<file path="src/rtl/instr_encoder.sv">
// RV32I command-to-machine-word encoder feeding a small FIFO; each popped word carries a running byte address.
// Optional immediate validation is enabled by defining INSTR_ENCODER_IMM_CHECK_EN.
module instr_encoder #(
    parameter int          DEPTH     = 4,
    parameter logic [31:0] BASE_ADDR = 32'h0000_0000
) (
    input  logic                       clk,
    input  logic                       reset,
    input  logic                       cmd_valid,
    output logic                       cmd_ready,
    input  logic [2:0]                 cmd_kind,
    input  logic [2:0]                 cmd_funct3,
    input  logic                       cmd_funct7b5,
    input  logic [4:0]                 cmd_rd,
    input  logic [4:0]                 cmd_rs1,
    input  logic [4:0]                 cmd_rs2,
    input  logic [20:0]                cmd_imm,
    output logic                       instr_valid,
    input  logic                       instr_ready,
    output logic [31:0]                instr_word,
    output logic [31:0]                instr_addr,
    output logic [$clog2(DEPTH):0]     level,
    output logic                       err_sticky
);

    localparam int AW = $clog2(DEPTH);
    localparam int LW = AW + 1;

    logic [31:0]   mem_q [DEPTH];
    logic [AW-1:0] wr_ptr_q, wr_ptr_d;
    logic [AW-1:0] rd_ptr_q, rd_ptr_d;
    logic [LW-1:0] count_q, count_d;
    logic [31:0]   addr_q, addr_d;
    logic          err_q, err_d;

    logic [31:0] word_enc;
    logic [6:0]  f7;
    logic        bad_cmd;
    logic        is_shift;
    logic        accept, push, pop;

`ifdef INSTR_ENCODER_IMM_CHECK_EN
    logic fits12, fits13;
    assign fits12 = (&cmd_imm[20:11]) | ~(|cmd_imm[20:11]);
    assign fits13 = (&cmd_imm[20:12]) | ~(|cmd_imm[20:12]);
`else
    logic unused_imm_lsb;
    assign unused_imm_lsb = cmd_imm[0];
`endif

    always_comb begin
        word_enc = '0;
        bad_cmd  = 1'b0;
        f7       = 7'b0;
        is_shift = (cmd_funct3 == 3'b001) || (cmd_funct3 == 3'b101);
        case (cmd_kind)
            3'd0: begin
                if (cmd_funct7b5 && (cmd_funct3 == 3'b000 || cmd_funct3 == 3'b101))
                    f7 = 7'b0100000;
                word_enc = {f7, cmd_rs2, cmd_rs1, cmd_funct3, cmd_rd, 7'b0110011};
            end
            3'd1: begin
                // Shifts carry shamt in imm[4:0]; bit 30 selects arithmetic right shift.
                if (is_shift)
                    word_enc = {1'b0, cmd_funct7b5 && (cmd_funct3 == 3'b101), 5'b0,
                                cmd_imm[4:0], cmd_rs1, cmd_funct3, cmd_rd, 7'b0010011};
                else
                    word_enc = {cmd_imm[11:0], cmd_rs1, cmd_funct3, cmd_rd, 7'b0010011};
`ifdef INSTR_ENCODER_IMM_CHECK_EN
                bad_cmd = !fits12 || (is_shift && (cmd_imm[11:5] != 7'b0));
`endif
            end
            3'd2: begin
                word_enc = {cmd_imm[11:0], cmd_rs1, 3'b010, cmd_rd, 7'b0000011};
`ifdef INSTR_ENCODER_IMM_CHECK_EN
                bad_cmd = !fits12;
`endif
            end
            3'd3: begin
                word_enc = {cmd_imm[11:5], cmd_rs2, cmd_rs1, 3'b010, cmd_imm[4:0], 7'b0100011};
`ifdef INSTR_ENCODER_IMM_CHECK_EN
                bad_cmd = !fits12;
`endif
            end
            3'd4: begin
                word_enc = {cmd_imm[12], cmd_imm[10:5], cmd_rs2, cmd_rs1, 3'b000,
                            cmd_imm[4:1], cmd_imm[11], 7'b1100011};
`ifdef INSTR_ENCODER_IMM_CHECK_EN
                bad_cmd = !fits13 || cmd_imm[0];
`endif
            end
            3'd5: begin
                word_enc = {cmd_imm[20], cmd_imm[10:1], cmd_imm[11], cmd_imm[19:12],
                            cmd_rd, 7'b1101111};
`ifdef INSTR_ENCODER_IMM_CHECK_EN
                bad_cmd = cmd_imm[0];
`endif
            end
            default: bad_cmd = 1'b1;
        endcase
    end

    assign cmd_ready   = (count_q != LW'(DEPTH));
    assign instr_valid = (count_q != '0);
    assign instr_word  = instr_valid ? mem_q[rd_ptr_q] : 32'h0;
    assign instr_addr  = addr_q;
    assign level       = count_q;
    assign err_sticky  = err_q;

    // Rejected commands are still handshaken so the producer never stalls on them.
    assign accept = cmd_valid && cmd_ready;
    assign push   = accept && !bad_cmd;
    assign pop    = instr_valid && instr_ready;

    always_comb begin
        wr_ptr_d = wr_ptr_q;
        rd_ptr_d = rd_ptr_q;
        count_d  = count_q;
        addr_d   = addr_q;
        err_d    = err_q | (accept && bad_cmd);
        if (push)
            wr_ptr_d = wr_ptr_q + 1'b1;
        if (pop) begin
            rd_ptr_d = rd_ptr_q + 1'b1;
            addr_d   = addr_q + 32'd4;
        end
        if (push && !pop)
            count_d = count_q + 1'b1;
        else if (!push && pop)
            count_d = count_q - 1'b1;
    end

    always_ff @(posedge clk) begin
        if (reset) begin
            wr_ptr_q <= '0;
            rd_ptr_q <= '0;
            count_q  <= '0;
            addr_q   <= BASE_ADDR;
            err_q    <= 1'b0;
        end else begin
            wr_ptr_q <= wr_ptr_d;
            rd_ptr_q <= rd_ptr_d;
            count_q  <= count_d;
            addr_q   <= addr_d;
            err_q    <= err_d;
        end
    end

    // Storage has no reset; the occupancy count alone defines which entries are live.
    always_ff @(posedge clk) begin
        if (push && !reset)
            mem_q[wr_ptr_q] <= word_enc;
    end

endmodule

</file>
<file path="config.mk">
export PLATFORM = sky130hd
export DESIGN_NAME = instr_encoder
export DESIGN_NICKNAME = d
export VERILOG_FILES = /design/src/rtl/instr_encoder.sv
export SDC_FILE = /design/constraint.sdc
export NUM_CORES = 1
export LEC_CHECK = 0
export BUFFER_PORTS_ARGS = -buffer_cell sky130_fd_sc_hd__buf_2
export CAP_MARGIN = 20
export CORE_MARGIN = 1
export CORE_UTILIZATION = 45
export CTS_BUF_LIST = sky130_fd_sc_hd__clkbuf_8
export CTS_CLUSTER_DIAMETER = 60
export CTS_CLUSTER_SIZE = 20
export DETAILED_ROUTE_END_ITERATION = 8
export GPL_TIMING_DRIVEN = 0
export PLACE_DENSITY = 0.76
export SLEW_MARGIN = 10
export SYNTH_ARGS = -nofsm -noshare
export SYNTH_HDL_FRONTEND = slang
export SYNTH_SLANG_ARGS = --single-unit
</file>
<file path="constraint.sdc">
create_clock -name clk -period 2.05 [get_ports clk]
set_input_delay 0.41 -clock clk [delete_from_list [all_inputs] [get_ports clk]]
set_output_delay 0.41 -clock clk [all_outputs]
set_load 0.02 [all_outputs]
</file>
==> flow_metrics.tcl, run 1 <==
set metrics [dict create \
    syn_avg_cell_area_um2 14.00 \
    fmax_ghz 0.4267 \
    fin_crit_sh_pct 114.3 \
    placed_area_um2 7823 \
    ys_warn_count 0 \
    cts_buffer_depth 2 \
    use_met3_pct 6.537 \
    grt_pass1_vias 5010 \
    p_comb_share_pct 33.8 \
    grt_antenna_before_repair 0 \
    pre_cts_slack_ns -0.4839 \
    regToRegSetupSlack_ns -0.04 \
    cp_max_fo 5 \
    io_pins 117 \
    fin_cells 855 \
    nNetsFinal 708 \
    cts_tree "yes" \
    rows 45 \
    ys.flop_type "edfxtp_1" \
    synthAdderAreaFrac_pct 1.364 \
    worstHoldPathCells 3 \
    grt_max_degree 31 \
    cp-end-kind "primary output" \
    cts.clk_slew.worst_paths_ns 0.08 \
    yosys.area_share.simple_pct 11.84 \
    drive_above_1_share_pct 39.13 \
    cts_sinks 160 \
    r2r_cells 10 \
    synthArstFlopShare_pct 0 \
    cts-root-buf "clkbuf_8" \
    skew_ns 0.01064 \
    min_period_ns 2.343 \
    worst_slack_ns -0.2935 \
    synth-xor-area-share_pct 2.010 \
    syn-instance-count 498 \
    hold_viol_final 0 \
    diodes 0 \
    num_vias 5009 \
    grt_pass1_wl_um 26100 \
    synth_edf_count 120 \
    irDropWorstVdd_v 0.0007802 \
    area_growth_pct 26.83 \
    met2_usage_pct 37.80 \
    rsz0062_at_grt "yes" \
    hold_buffers 0 \
    synth_top_cells_by_area "edfxtp_1 52%, dfxtp_1 11%, mux4_2 9.7%" \
    synth_cell_types 47 \
    clk_latency_ns 0.45 \
    grt_usage_pct 21.66 \
    clkPwrFrac_pct 27.3 \
    leakage_nw 3.208 \
    synth-compound-area-share_pct 7.393 \
    rr_startpoint "level[2]" \
    setup_violations 33 \
    critPathKind "reg2out" \
    fill_cells 1171 \
    reg2reg_to "level[2]" \
    worst_pin_slew_ns 0.9908 \
    grt_remaining_overflow 0 \
    p_switching_mw 2.978 \
    final-max-slew-violation-count 0 \
    critPathArrivalTime_ns 1.93 \
    gp_congestion 0.8104 \
    cts_made_buffers 17 \
    busiest_layer "met2" \
    core_um2 15150 \
    die-width_um 126.5 \
    ys_top_cells_by_count "120 x edfxtp_1, 42 x and2_1, 40 x dfxtp_1, 30 x mux4_2, 23 x a21oi_1" \
    vias_per_cell 5.858 \
    hold_start "cmd_valid" \
    status "complete, but fails checks" \
    violations "setup timing" \
    swShare_pct 29.90 \
    htree_levels 4 \
    post-synth-top-count-cell "edfxtp_1" \
    yosys.area.top_type "edfxtp_1" \
    portBuffers 112 \
    setup_tns_ns -7.709 \
    yosys.area.top_type_share_pct 51.68 \
    start_util_pct 46.04 \
    timing.hold.ws_ns 0.2987 \
    pwr-share-seq_pct 38.9 \
    crit_path_start_kind "flop" \
    final_area_um2 8843 \
    synth_mux_area_share_pct 11.43 \
    drc 0 \
    synthesis.area_um2 6973 \
    max_cap_violations 0 \
    drtAntennaViolNets 0 \
    die_y_um 126.5 \
    synth_top_family_by_area "simple AND/OR/NAND/NOR gates" \
    wl_per_cell_um 20.28 \
    place_hpwl_um 10850 \
    ys_seq_area_share_pct 63.16 \
    drt_first_iter_violations 522 \
    firstDrtPassIters 5 \
    synth_seq_cells 160 \
    holdPathEnd "err_sticky" \
    hold_path.class "in2reg" \
    power_density_nw_per_um2 1126 \
    use_met1_pct 25.85 \
    fp.dieArea_um2 16000 \
    routed_wl_um 17340 \
    required_ns 1.64 \
    internal_power_mw 6.982 \
    dp_cells 799 \
    max_slew_margin_pct 33.35 \
]
registers in the layout (all words and copies together), names as in the netlist, named ones only:
signal	cells
err_sticky	1
instr_addr	30
level	3
rd_ptr_q	2
mem_q	120
wr_ptr_q	2
power by group through the flow:
| stage | Sequential (mW) | Combinational [mW] | Clock [mW] |
|---|---|---|---|
| after global routing | 3.89 | 3.56 | 2.87 |
| after global placement | 3.88 | 2.54 | 0 |
| final | 3.87 | 3.37 | 2.72 |
| after detailed placement | 3.89 | 2.58 | 0 |
| after CTS | 3.88 | 3.25 | 2.74 |
| after floorplan | 3.90 | 1.77 | 0 |
layout make-up:
cell class / instances / area (um^2) / area share [%]
Sequential cell: 160 / 4428 / 50.07
Multi-Input combinational cell: 296 / 2576 / 29.13
Timing Repair Buffer: 134 / 860.8 / 9.734
Clock inverter: 15 / 239.0 / 2.702
Tap cell: 188 / 235.2 / 2.660
Clock buffer: 17 / 234.0 / 2.646
Buffer: 30 / 211.5 / 2.391
Inverter: 15 / 58.81 / 0.6650
cells by family after synthesis:
family,after synthesis
fa+ha+maj,7
simple gates,144
xor+xnor,16
mux,42
compound gates,82
flops,160
buf+inv,46
other cells,1
stage by stage:
step / util, % / total power, mW
after CTS: 57.43 / 9.862
after global placement: 51.65 / 6.414
after global routing: 58.39 / 10.33
after detailed placement: 51.65 / 6.472
after floorplan: - / 5.670
final: 58.39 / 9.960
timing repair:
action / 4_1_cts / 5_1_grt
resized for setup: 96 / 24
setup buffers: 13 / 8
pin swaps: 8 / 8
endpoints found under the setup margin: 164 / 103
gates cloned: 2 / 3
cell usage in the layout (no fill, tap or decap), types with 3 or more instances in the layout:
cell       count
buf_6         26
o22ai_1       14
mux4_2        30
ha_1           4
mux2i_1       11
nor3_1         3
buf_4         14
or4_1          8
a31oi_1        5
o21ai_0       11
xnor2_1       10
or3_1         11
and2_4        18
o31ai_1        8
nand3_1        9
buf_12         3
xor2_1         6
clkbuf_2       5
nand2_1       13
a21oi_1       19
a21oi_2        4
a2bb2oi_1      5
dfxtp_1       33
dfxtp_4        6
edfxtp_1     120
clkbuf_8      17
nand4_1        6
a22oi_1        4
inv_1         12
nor2b_1        8
clkbuf_1      12
o21ai_1        3
nor2_1        21
buf_2        101
bufinv_16      6
and4_1         3
or4_4          3
and2_1        26
worst max-delay path by stage:
stage,to,slack (ns),cells past startpoint
3_3_place_gp,instr_word[11],-0.42,4
3_5_place_dp,instr_word[3],-0.48,6
6_report,instr_word[3],-0.29,5
2_1_floorplan,level[2],0.009,7
5_1_grt,instr_word[3],-0.36,5
4_1_cts,instr_word[11],-0.32,4
critical path, stage by stage, from the launching register on:
cell     delay [ns]
dfxtp_4        0.45
buf_12         0.15
mux4_2         0.48
and2_4         0.18
buf_6          0.11
buf_6          0.12
per-layer routing:
layer	routed length (um)	vias to the layer above
li1	-	2218
met1	6839	2505
met4	250	0
met3	1514	25
met5	0	-
met2	8736	261
No activity file was read; power rests on OpenSTA's default activity.
==> inputs of run 2 (changes only) <==
--- a/config.mk
+++ b/config.mk
@@ -14,7 +14,7 @@
 export CTS_CLUSTER_SIZE = 20
 export DETAILED_ROUTE_END_ITERATION = 8
 export GPL_TIMING_DRIVEN = 0
-export PLACE_DENSITY = 0.76
+export PLACE_DENSITY = 0.81
 export SLEW_MARGIN = 10
 export SYNTH_ARGS = -nofsm -noshare
 export SYNTH_HDL_FRONTEND = slang
==> flow_metrics.tcl, run 2 (same netlist as run 1, synthesis figures left out) <==
set metrics [dict create \
    status "complete, but fails checks" \
    violations "setup timing" \
    max_cap_violations 0 \
    nNetsFinal 703 \
    reg2reg_to "instr_addr[30]" \
    cts_tree "yes" \
    leakage_nw 3.129 \
    met2_usage_pct 35.46 \
    cp-end-kind "primary output" \
    power_density_nw_per_um2 1055 \
    wl_per_cell_um 18.88 \
    final_common_cell "edfxtp_1" \
    grt_remaining_overflow 0 \
    required_ns 1.64 \
    final-max-slew-violation-count 0 \
    cts_buffer_depth 2 \
    largest_reg_flops 120 \
    fp.dieArea_um2 16000 \
    irDropWorstVdd_v 0.0005387 \
    max_stage_delay_ns 0.51 \
    total_power_mw 9.157 \
    cts.clk_slew.worst_paths_ns 0.08 \
    crit_buf_inv 3 \
    setup_violations 32 \
    firstDrtPassIters 5 \
    seqCellArea_um2 4436 \
    rr_startpoint "instr_addr[2]" \
    path_cells "buf_8, mux4_2, and2_4, buf_6, buf_6" \
    hold_viol_final 0 \
    num_vias 4855 \
    internal_power_mw 6.248 \
    max_slew_margin_pct 26.88 \
    start_util_pct 46.04 \
    regToRegSetupSlack_ns 0.04 \
    fin_crit_sh_pct 112.2 \
    crit_path_start_kind "flop" \
    worstHoldPathCells 3 \
    clkPwrFrac_pct 22.9 \
    top_register "mem_q" \
    io_pins 117 \
    place_hpwl_um 10470 \
    drt_first_iter_violations 403 \
    busiest_layer "met2" \
    grt_usage_pct 20.62 \
    htree_levels 4 \
    r2r_cells 6 \
    hold_start "cmd_valid" \
    worst_slack_ns -0.2504 \
    use_met3_pct 5.230 \
    drive_above_1_share_pct 39.85 \
    rsz0062_at_grt "yes" \
    rows 45 \
    cts-root-buf "clkbuf_8" \
    skew_ns 0.01311 \
    cpMostUsedCell "buf_6" \
    swShare_pct 31.77 \
    drtAntennaViolNets 0 \
    use_met1_pct 25.18 \
    grt_pass1_vias 4897 \
    portBuffers 112 \
    clk_latency_ns 0.46 \
    die_y_um 126.5 \
    dp_cells 799 \
    pre_cts_slack_ns -0.3804 \
    diodes 0 \
    fmax_ghz 0.4347 \
    p_switching_mw 2.909 \
    drc 0 \
    min_period_ns 2.300 \
    layout_common_cells "120 x edfxtp_1, 98 x buf_2, 30 x mux4_2" \
    grt_pass1_wl_um 25090 \
    area_growth_pct 24.49 \
    cts_sinks 160 \
    p_comb_share_pct 35.0 \
    hold_buffers 0 \
    grt_max_degree 31 \
    gp_congestion 0.9089 \
    multi_input_area_um2 2584 \
    cp_slowest_cell "mux4_2" \
    hold_path.class "in2reg" \
    critPathKind "reg2out" \
    vias_per_cell 5.725 \
    core_um2 15150 \
    grt_antenna_before_repair 0 \
    fin_cells 848 \
    die-width_um 126.5 \
    fill_cells 1182 \
    pwr-share-seq_pct 42.1 \
    holdPathEnd "err_sticky" \
    critical_path.top_delay_family "multiplexers" \
    routed_wl_um 16010 \
    cp_max_fo 5 \
    critPathArrivalTime_ns 1.89 \
    cts_made_buffers 17 \
    worst_pin_slew_ns 1.087 \
]
-- run 2: cell types whose count changed in the layout (fill, tap and decap cells not counted), moves of 4 or more --
cell,before,now
dfxtp_2,1,7
or4_4,3,7
buf_4,14,19
bufinv_16,6,1
buf_6,26,20
dfxtp_1,33,27
-- run 2: per-layer routing --
layer	vias up	share of wire, %
met4	0	1.9
met1	2449	41
li1	2217	-
met3	27	5.4
met5	-	0
met2	162	52
-- run 2: area by class of cell --
class                      instances  area share (%)
buffer                            30           2.393
tap                              188           2.710
multi-input combinational        294           29.76
timing repair buffer             131           9.340
inverter                          15          0.6486
clock inverter                    13           1.355
sequential                       160           51.10
clock buffer                      17           2.695
-- run 2: how the worst max path moves through the flow --
stage	from	end	cells after the start	slack (ns)
after floorplan	level[1]	level[2]	7	0.009
after global placement	flop	instr_word[11]	4	-0.42
after detailed placement	flop	instr_word[21]	4	-0.38
after CTS	flop	instr_word[21]	4	-0.26
after global routing	flop	instr_word[10]	5	-0.32
final	flop	instr_word[1]	5	-0.25
-- run 2: worst register-to-register path: cells and delay by family (launching register included) --
kind,cells,cell delay [ns]
buffers and inverters,1,0.18
adders and majority gates,1,0.15
and+or+nand+nor,2,0.73
DFF,1,0.39
AOI/OAI and AO/OA,2,0.44
-- run 2: through the flow --
| step | util, % | hold WS, ns | cell area (um^2) | TNS [ns] |
|---|---|---|---|---|
| after floorplan | - | 0.4847 | 7027 | 0 |
| after global placement | 51.65 | 0.4637 | 7823 | -29.84 |
| after detailed placement | 51.65 | 0.4620 | 7823 | -38.58 |
| after CTS | 56.19 | 0.2760 | 8511 | -6.931 |
| after global routing | 57.32 | 0.2751 | 8681 | -8.740 |
| final | 57.32 | 0.2930 | 8681 | -6.318 |
-- run 2: power groups by stage --
| stage | clock [mW] | combinational, mW | sequential (mW) |
|---|---|---|---|
| after global placement | 0 | 2.55 | 3.87 |
| after detailed placement | 0 | 2.60 | 3.89 |
| final | 2.09 | 3.21 | 3.86 |
| after CTS | 2.12 | 3.16 | 3.84 |
| after floorplan | 0 | 1.77 | 3.90 |
| after global routing | 2.25 | 3.43 | 3.88 |
-- run 2: repair_timing --
action,CTS,global route
pin swaps,17,12
endpoints found under the hold margin,0,0
setup buffers,10,8
endpoints found under the setup margin,164,45
gates cloned,2,0
resized for setup,88,33
